[src/rtl/cpu_boot_pkg.sv]
// rtl/cpu_boot_pkg.sv - shared types and constants for the boot/dump controller
// Purpose: FSM state enum, header field positions and word-to-byte shift.
// Ports: none (package).
package cpu_boot_pkg;

  typedef enum logic [3:0] {
    S_IDLE,
    S_HDR0,
    S_HDR1,
    S_HDR2,
    S_LOAD_I,
    S_LOAD_D,
    S_RUN,
    S_DUMP_RD,
    S_DUMP_WAIT,
    S_DUMP_OUT,
    S_DONE
  } state_t;

  // Header fields: H0 = {N_I, N_D}, H2 = {N_O, B}
  localparam int FIELD_W   = 16;
  localparam int H0_NI_LSB = 16;
  localparam int H0_ND_LSB = 0;
  localparam int H2_NO_LSB = 16;
  localparam int H2_B_LSB  = 0;

  // Word index to byte address
  localparam int WORD_SHIFT = 2;

  // Destination tag carried with each registered stream word
  localparam logic [1:0] TAG_HDR  = 2'd0;
  localparam logic [1:0] TAG_IMEM = 2'd1;
  localparam logic [1:0] TAG_DMEM = 2'd2;

endpackage

[src/rtl/cpu_boot_ctrl_if.sv]
// rtl/cpu_boot_ctrl_if.sv - input word stream and dump stream bundle
// Purpose: groups the two valid/ready streams of the boot controller.
// Ports: s_valid/s_data/s_ready (boot words in), m_valid/m_data/m_ready (dump words out).
// master = environment side, slave = controller side.
interface cpu_boot_ctrl_if #(
  parameter int DATA_W = 32
) ();
  logic              s_valid;
  logic [DATA_W-1:0] s_data;
  logic              s_ready;
  logic              m_valid;
  logic [DATA_W-1:0] m_data;
  logic              m_ready;

  modport master (output s_valid, s_data, m_ready, input s_ready, m_valid, m_data);
  modport slave  (input s_valid, s_data, m_ready, output s_ready, m_valid, m_data);
endinterface

[src/rtl/cpu_boot_ctrl_sink.sv]
// rtl/cpu_boot_ctrl_sink.sv - stream accept-and-register stage for header and load phases
// Purpose: accepts words while enabled, counts them within a phase and presents a
// registered {valid, index, data, tag} one cycle after acceptance.
// Ports: clk, arst_n, en, clr, s_valid, s_data, tag (in);
//        s_ready, fire, k, w_valid, w_index, w_data, w_tag (out).
module stream_word_sink #(
  parameter int DATA_W = 32,
  parameter int CNT_W  = 16
) (
  input  logic              clk,
  input  logic              arst_n,
  input  logic              en,
  input  logic              clr,
  input  logic              s_valid,
  input  logic [DATA_W-1:0] s_data,
  input  logic [1:0]        tag,
  output logic              s_ready,
  output logic              fire,
  output logic [CNT_W-1:0]  k,
  output logic              w_valid,
  output logic [CNT_W-1:0]  w_index,
  output logic [DATA_W-1:0] w_data,
  output logic [1:0]        w_tag
);
  assign s_ready = en;
  assign fire    = en & s_valid;

  // clr wins over an accept so the next phase always starts at index 0
  always_ff @(posedge clk or negedge arst_n) begin
    if (!arst_n)    k <= '0;
    else if (clr)   k <= '0;
    else if (fire)  k <= k + CNT_W'(1);
  end

  always_ff @(posedge clk or negedge arst_n) begin
    if (!arst_n) w_valid <= 1'b0;
    else         w_valid <= fire;
  end

  reg_arstn_en #(.W(CNT_W))  u_idx  (.clk(clk), .arst_n(arst_n), .en(fire), .d(k),      .q(w_index));
  reg_arstn_en #(.W(DATA_W)) u_data (.clk(clk), .arst_n(arst_n), .en(fire), .d(s_data), .q(w_data));
  reg_arstn_en #(.W(2))      u_tag  (.clk(clk), .arst_n(arst_n), .en(fire), .d(tag),    .q(w_tag));
endmodule

[src/rtl/reg_arstn_en.sv]
// rtl/reg_arstn_en.sv - enabled register with asynchronous active-low reset
// Purpose: generic W-bit storage element loaded when en is high.
// Ports: clk, arst_n, en, d (in); q (out).
module reg_arstn_en #(
  parameter int           W       = 1,
  parameter logic [W-1:0] RST_VAL = '0
) (
  input  logic         clk,
  input  logic         arst_n,
  input  logic         en,
  input  logic [W-1:0] d,
  output logic [W-1:0] q
);
  always_ff @(posedge clk or negedge arst_n) begin
    if (!arst_n)  q <= RST_VAL;
    else if (en)  q <= d;
  end
endmodule

[src/rtl/cpu_boot_ctrl.sv]
// rtl/cpu_boot_ctrl.sv - boot loader, run timer and result dump for the pipelined cpu
// Purpose: loads imem/dmem from a header-framed word stream, enables the cpu for R
// cycles, then streams a window of dmem back out.
// Ports: clk, arst_n, start (in); bus (slave streams); cpu_enable (out);
//        addr_ext/wen_ext/wdata_ext (imem write port, out);
//        addr_ext_2/wen_ext_2/ren_ext_2/wdata_ext_2 (out), rdata_ext_2 (in) (dmem port);
//        busy, done (out).
module cpu_boot_ctrl
  import cpu_boot_pkg::*;
#(
  parameter int DATA_W = 32,
  parameter int CNT_W  = 16
) (
  input  logic              clk,
  input  logic              arst_n,
  input  logic              start,
  cpu_boot_ctrl_if.slave    bus,
  output logic              cpu_enable,
  output logic [DATA_W-1:0] addr_ext,
  output logic              wen_ext,
  output logic [DATA_W-1:0] wdata_ext,
  output logic [DATA_W-1:0] addr_ext_2,
  output logic              wen_ext_2,
  output logic              ren_ext_2,
  output logic [DATA_W-1:0] wdata_ext_2,
  input  logic [DATA_W-1:0] rdata_ext_2,
  output logic              busy,
  output logic              done
);
  state_t state, state_nx;
  state_t after_hdr, after_i, after_d, after_run;

  logic [CNT_W-1:0]  n_i, n_d, n_o, b, j, n_o_eff, dump_idx, k, w_index;
  logic [31:0]       r, run_cnt;
  logic              fire, sink_en, sink_clr, w_valid, wr_pend;
  logic [DATA_W-1:0] w_data;
  logic [1:0]        tag, w_tag;

  assign sink_en  = (state == S_HDR0) || (state == S_HDR1) || (state == S_HDR2) ||
                    (state == S_LOAD_I) || (state == S_LOAD_D);
  assign tag      = (state == S_LOAD_I) ? TAG_IMEM : (state == S_LOAD_D) ? TAG_DMEM : TAG_HDR;
  assign sink_clr = (state_nx != state);

  stream_word_sink #(.DATA_W(DATA_W), .CNT_W(CNT_W)) u_sink (
    .clk(clk), .arst_n(arst_n), .en(sink_en), .clr(sink_clr),
    .s_valid(bus.s_valid), .s_data(bus.s_data), .tag(tag),
    .s_ready(bus.s_ready), .fire(fire), .k(k),
    .w_valid(w_valid), .w_index(w_index), .w_data(w_data), .w_tag(w_tag)
  );

  // SRAM write pulses trail acceptance by one cycle
  assign wen_ext   = w_valid && (w_tag == TAG_IMEM);
  assign wen_ext_2 = w_valid && (w_tag == TAG_DMEM);
  assign wr_pend   = wen_ext | wen_ext_2;
  assign addr_ext  = wen_ext ? (DATA_W'(w_index) << WORD_SHIFT) : '0;
  assign wdata_ext = wen_ext ? w_data : '0;
  assign wdata_ext_2 = wen_ext_2 ? w_data : '0;

  // The final load write may still be in flight when RUN/DUMP_RD is entered;
  // holding off one cycle keeps enable and reads clear of it.
  assign dump_idx   = b + j;
  assign ren_ext_2  = (state == S_DUMP_RD) && !wr_pend;
  assign addr_ext_2 = ren_ext_2 ? (DATA_W'(dump_idx) << WORD_SHIFT) :
                      wen_ext_2 ? (DATA_W'(w_index) << WORD_SHIFT) : '0;
  assign cpu_enable = (state == S_RUN) && !wr_pend;

  assign bus.m_valid = (state == S_DUMP_OUT);
  assign busy        = (state != S_IDLE) && (state != S_DONE);
  assign done        = (state == S_DONE);

  // N_O arrives with H2, so the all-zero skip chain must look at it directly
  assign n_o_eff   = (state == S_HDR2) ? CNT_W'(bus.s_data[H2_NO_LSB +: FIELD_W]) : n_o;
  assign after_run = (n_o_eff != '0) ? S_DUMP_RD : S_DONE;
  assign after_d   = (r != 32'd0) ? S_RUN : after_run;
  assign after_i   = (n_d != '0) ? S_LOAD_D : after_d;
  assign after_hdr = (n_i != '0) ? S_LOAD_I : after_i;

  always_comb begin
    state_nx = state;
    case (state)
      S_IDLE:      if (start) state_nx = S_HDR0;
      S_HDR0:      if (fire) state_nx = S_HDR1;
      S_HDR1:      if (fire) state_nx = S_HDR2;
      S_HDR2:      if (fire) state_nx = after_hdr;
      S_LOAD_I:    if (fire && (k == n_i - CNT_W'(1))) state_nx = after_i;
      S_LOAD_D:    if (fire && (k == n_d - CNT_W'(1))) state_nx = after_d;
      S_RUN:       if (cpu_enable && (run_cnt == 32'd1)) state_nx = after_run;
      S_DUMP_RD:   if (ren_ext_2) state_nx = S_DUMP_WAIT;
      S_DUMP_WAIT: state_nx = S_DUMP_OUT;
      S_DUMP_OUT:  if (bus.m_ready) state_nx = (j == n_o - CNT_W'(1)) ? S_DONE : S_DUMP_RD;
      S_DONE:      state_nx = S_IDLE;
      default:     state_nx = S_IDLE;
    endcase
  end

  always_ff @(posedge clk or negedge arst_n) begin
    if (!arst_n) begin
      state   <= S_IDLE;
      n_i     <= '0;
      n_d     <= '0;
      n_o     <= '0;
      b       <= '0;
      j       <= '0;
      r       <= '0;
      run_cnt <= '0;
    end else begin
      state <= state_nx;
      if (state == S_HDR0 && fire) begin
        n_i <= CNT_W'(bus.s_data[H0_NI_LSB +: FIELD_W]);
        n_d <= CNT_W'(bus.s_data[H0_ND_LSB +: FIELD_W]);
      end
      if (state == S_HDR1 && fire) begin
        r       <= 32'(bus.s_data);
        run_cnt <= 32'(bus.s_data);
      end
      if (state == S_HDR2 && fire) begin
        n_o <= CNT_W'(bus.s_data[H2_NO_LSB +: FIELD_W]);
        b   <= CNT_W'(bus.s_data[H2_B_LSB +: FIELD_W]);
        j   <= '0;
      end
      if (cpu_enable) run_cnt <= run_cnt - 32'd1;
      if (state == S_DUMP_OUT && bus.m_ready) j <= j + CNT_W'(1);
    end
  end

  reg_arstn_en #(.W(DATA_W)) u_mdata (
    .clk(clk), .arst_n(arst_n), .en(state == S_DUMP_WAIT), .d(rdata_ext_2), .q(bus.m_data)
  );
endmodule

[src/flat_wrapper.sv]
// flat-port wrapper written by rule: the top's interface ports become plain ports
module cpu_boot_ctrl_flat import cpu_boot_pkg::*;
#(
  parameter int DATA_W = 32,
  parameter int CNT_W  = 16
)
  (clk, arst_n, start, cpu_enable, addr_ext, wen_ext, wdata_ext, addr_ext_2, wen_ext_2, ren_ext_2, wdata_ext_2, rdata_ext_2, busy, done, bus_s_valid, bus_s_data, bus_m_ready, bus_s_ready, bus_m_valid, bus_m_data);
  cpu_boot_ctrl_if #(.DATA_W(DATA_W)) bus_i ();
  input  logic clk;
  input  logic arst_n;
  input  logic start;
  output logic cpu_enable;
  output logic [DATA_W-1:0] addr_ext;
  output logic wen_ext;
  output logic [DATA_W-1:0] wdata_ext;
  output logic [DATA_W-1:0] addr_ext_2;
  output logic wen_ext_2;
  output logic ren_ext_2;
  output logic [DATA_W-1:0] wdata_ext_2;
  input  logic [DATA_W-1:0] rdata_ext_2;
  output logic busy;
  output logic done;
  input wire logic [$bits(bus_i.s_valid)-1:0] bus_s_valid;
  input wire logic [$bits(bus_i.s_data)-1:0] bus_s_data;
  input wire logic [$bits(bus_i.m_ready)-1:0] bus_m_ready;
  output wire logic [$bits(bus_i.s_ready)-1:0] bus_s_ready;
  output wire logic [$bits(bus_i.m_valid)-1:0] bus_m_valid;
  output wire logic [$bits(bus_i.m_data)-1:0] bus_m_data;
  assign bus_i.s_valid = bus_s_valid;
  assign bus_i.s_data = bus_s_data;
  assign bus_i.m_ready = bus_m_ready;
  assign bus_s_ready = bus_i.s_ready;
  assign bus_m_valid = bus_i.m_valid;
  assign bus_m_data = bus_i.m_data;
  cpu_boot_ctrl #(.DATA_W(DATA_W), .CNT_W(CNT_W)) u_core (.clk(clk), .arst_n(arst_n), .start(start), .bus(bus_i), .cpu_enable(cpu_enable), .addr_ext(addr_ext), .wen_ext(wen_ext), .wdata_ext(wdata_ext), .addr_ext_2(addr_ext_2), .wen_ext_2(wen_ext_2), .ren_ext_2(ren_ext_2), .wdata_ext_2(wdata_ext_2), .rdata_ext_2(rdata_ext_2), .busy(busy), .done(done));
endmodule
[config.mk]
export PLATFORM = sky130hd
export DESIGN_NAME = cpu_boot_ctrl_flat
export DESIGN_NICKNAME = d
export VERILOG_FILES = /design/src/rtl/cpu_boot_pkg.sv /design/src/rtl/cpu_boot_ctrl_if.sv /design/src/rtl/cpu_boot_ctrl_sink.sv /design/src/rtl/reg_arstn_en.sv /design/src/rtl/cpu_boot_ctrl.sv /design/src/flat_wrapper.sv
export SDC_FILE = /design/constraint.sdc
export NUM_CORES = 1
export LEC_CHECK = 0
export CORE_UTILIZATION = 30
export CTS_BUF_LIST = sky130_fd_sc_hd__clkbuf_4
export DETAILED_ROUTE_END_ITERATION = 6
export GPL_TIMING_DRIVEN = 0
export PLACE_DENSITY = 0.49
export SYNTH_ARGS = -nofsm -noshare
export SYNTH_HDL_FRONTEND = slang
export SYNTH_HIERARCHICAL = 1
export SYNTH_SLANG_ARGS = --single-unit
[constraint.sdc]
create_clock -name clk -period 5.9 [get_ports clk]
set_clock_uncertainty 0.15 [all_clocks]
set_input_delay 1.475 -clock clk [delete_from_list [all_inputs] [get_ports clk]]
set_output_delay 1.475 -clock clk [all_outputs]
set_load 0.02 [all_outputs]
==> flow_summary_export.csv <==
group,metric,value,unit
critical_path,worstPathArrival,3.97,ns
sta,finalHoldViolations,0,
critical_path,cp_num_buf_inv,1,
synth,synth_edf_count,0,
clock_network,holdBufCountCts,0,
drt,drt_iter0_drc,703,
clock_network,cts_buffers,75,
power,power.internal,4762,uW
hold_path,min_to,"u_core/r[15]",
hold_path,hp-start,"u_core/r[15]",
drt,ant_nets,0,
synth,synthDistinctLibCells,84,
cells_and_area,nets,1796,
cells_and_area,drive_gt1_share,19.38,%
critical_path,critical_path.endpoint_type,"output port",
grt,grt_use_total,19.20,%
clock_network,cts-root-buf,"clkbuf_4",
clock_network,cts.clk_slew.worst_paths,0.06,ns
critical_path,crit_top_cell,"a21oi_1",
drt,dr_total_vias,11850,
sta,setup_viol,0,
critical_path,r2r-end,"u_core/u_sink/k[10]",
power,switchingPower,2938,uW
power,power.leakage,0.007827,uW
drt,first_pass_iters,7,
critical_path,crit_slowest_cell,"dfrtp_2",
cells_and_area,seq_area,6185,sq um
sta,finalMaxSlewViolations,0,
status,violations,"DRC",
synth,syn_area,14300,sq um
floorplanning,die_area,48530,sq um
synth,ys.flop_type,"dfrtp_1",
status,status,"finished, violations left",
critical_path,startpoint_type,"register",
place,placed_cell_area,17270,sq um
run,maxCapViolations,0,
sta,hold-worst-slack,0.3249,ns
clock_network,h-tree-depth,3,
floorplanning,dieWidth,220.3,um
sta,fin_crit_sh,94.82,%
clock_network,post_cts_buffers,0,
hold_path,whs_path_depth,2,
critical_path,r2r_slack,0.53,ns
sta,fmax,178.7,MHz
clock_network,cts_tree,"yes",
hold_path,hold_path.class,"reg -> reg",
power,swShare,38.15,%
sta,fin_crit,5.595,ns
clock_network,clock-sinks,247,
synth,synth.yosys.warnings,6,
sta,max_slew_margin,25.32,%
synth,ys_top_cells_by_area,"dfrtp_1, mux2_4, mux2_2, nand2_1, and2_1",
critical_path,setup.worst_path.start,"u_core/j[1]",
grt,grt_pass1_vias,11530,
clock_network,cts_buffer_depth,3,
cells_and_area,area_growth,27.00,%
synth,yosysMostFrequentCell,"dfrtp_1",
grt,overflow,0,
sta,tns,0,ns
floorplanning,io_pins,237,
drt,drt-total-wl,46.68,mm
grt,grt_pass1_wl,69.57,mm
critical_path,rr_worst_depth,17,
drt,drc,48,
power,ir_worst_vdd,149.8,uV
place,dp_hpwl,33.84,mm
cells_and_area,multiInputGateArea,7511,sq um
sta,rsz0062_at_grt,"no",
grt,antenna_found_initial,5,
floorplanning,initial_core_util,30.58,%
place,gp_congestion,0.8581,
place,port_buffers,204,
power,pwr-share-clk,20.6,%
critical_path,rr_startpoint,"u_core/state[2]",
synth,netlist_instances,1390,
power,combPwrFrac,40.3,%
synth,async_flop_share,100.0,%
critical_path,path_class,"reg -> out",
power,p_seq_share,39.1,%
critical_path,path_cells,"ha_1 > a21o_1 > a21oi_1 > o21ai_0 > a2111oi_0 > or3_1 > or2_2 > a21oi_1 > o41ai_1 > xnor2_1 > a22o_1 > dlygate4sd2_1",
floorplanning,rows,79,
synth,synth-seq-cells,247,
critical_path,critPathTopFamily,"compound AO/OA/AOI/OAI gates",
critical_path,crit_required,4.28,ns
grt,grt_max_degree,97,
floorplanning,die_h,220.3,um
synth,ys_seq_area_share,43.23,%
synth,yosys.area.top_type,"dfrtp_1",
cells_and_area,stdcell_area,18160,sq um
power,p_per_area,424.1,nW/um^2
floorplanning,coreArea,46750,sq um
synth,syn_avg_cell_area,10.29,sq um
clock_network,worst_skew_pair.late_latency,0.77,ns
cells_and_area,num-fill-cells,4758,
critical_path,crit_fanout,7,
synth,synth_top_cells_by_count,"dfrtp_1, nand2_1, and2_1, mux2_2, nor2_1",
drt,wl_per_cell,19.83,um
drt,vias_per_cell,5.036,
critical_path,crit_path_max_incr_delay,0.48,ns
sta,tightest_slew,1.105,ns
synth,yosysTopAreaCellShare,43.23,%
==> cells by family after synthesis <==
logic type,after synthesis,share of synthesized area [%]
other,1,0.02623
muxes,156,14.13
xor gates and xnor gates,81,4.962
adders and majority gates,23,2.065
DFF,247,43.23
and+or+nand+nor,562,20.93
buffers and inverters,120,5.102
AOI/OAI and AO/OA,200,9.540
==> worst reg2reg max path, stage by stage, from the launching register on <==
cell	delay (ns)
dfrtp_1	0.39
buf_1	0.35
nor3_1	0.13
a211oi_2	0.46
nand2_1	0.19
inv_1	0.36
clkbuf_1	0.52
nand3_1	0.14
nor3_1	0.24
o21ai_0	0.13
nor4_1	0.32
o2111ai_1	0.29
o21ai_0	0.35
xor2_1	0.10
or4_1	0.54
buf_4	0.20
clkbuf_1	0.25
nor2_1	0.16
==> placed cells by master (no fill, tap or decap), types with 51 or more instances in the layout <==
master and n:
nand2_1 166, xnor2_1 55, clkdlybuf4s50_1 200, nand3_1 51, dfrtp_1 244, nor2_1 77, clkbuf_4 104, mux2_4 72
and2_1 85, mux2_2 79
==> registers in the layout, summed over array words and instances (netlist names) <==
register,count
u_core/u_sink/u_data/q,32
u_core/state,4
u_core/u_sink/u_idx/q,16
u_core/n_o,16
u_core/b,16
u_core/n_i,16
u_core/u_sink/w_valid,1
u_core/run_cnt,32
u_core/u_sink/k,16
u_core/r,32
u_core/u_sink/u_tag/q,2
u_core/u_mdata/q,32
u_core/n_d,16
u_core/j,16
==> power groups by stage <==
stage | clock [uW] | combinational [uW] | sequential (uW)
after CTS | 1660 | 3110 | 3000
after floorplan | 0 | 2150 | 2910
after global placement | 0 | 3050 | 3010
after detailed placement | 0 | 3100 | 3030
final | 1590 | 3110 | 3010
after global routing | 1760 | 3390 | 3100
==> layer usage <==
layer	vias to the layer above	share of wire (%)	global-route usage, %
li1	5575	-	-
met1	5777	46	25.73
met2	412	46	30.00
met3	90	6.2	4.509
met4	0	2.6	7.103
met5	-	0	0
==> timing repair <==
action / 4_1_cts / 5_1_grt
gates resized for setup: 2 / 6
cloned: 0 / 0
endpoints found under the setup margin: 2 / 15
==> how the worst max path moves through the flow <==
stage / to / slack, ns / depth (start not counted)
finish: addr_ext_2[17] / 0.31 / 12
detailed placement: u_core/u_sink/k[0] / -0.07 / 15
CTS: addr_ext_2[15] / 0.02 / 11
global placement: u_core/u_sink/u_data/q[20] / -8.02 / 1
floorplan: u_core/u_sink/k[14] / 1.63 / 15
global route: addr_ext_2[17] / 0.07 / 12
==> metrics by stage <==
stage | setup slack [ns] | power, uW | instances | util (%)
2_1_floorplan | 1.631 | 5061 | 1421 | -
3_3_place_gp | -8.025 | 6053 | 2232 | 36.82
3_5_place_dp | -0.06671 | 6123 | 2234 | 36.95
4_1_cts | 0.01517 | 7782 | 2351 | 38.78
5_1_grt | 0.07100 | 8256 | 2353 | 38.83
6_report | 0.3054 | 7700 | 2354 | 38.83
==> area by class of cell <==
| type | count | area share, % |
|---|---|---|
| clock buffer | 104 | 4.300 |
| inverter | 31 | 0.6409 |
| timing repair buffer | 206 | 11.60 |
| tap | 607 | 4.183 |
| sequential | 247 | 34.06 |
| antenna | 3 | 0.04135 |
| multi-input combinational | 1054 | 41.37 |
| buffer | 89 | 3.377 |
| clock inverter | 13 | 0.4273 |
Note: power is estimated with default switching activity, not from simulation.
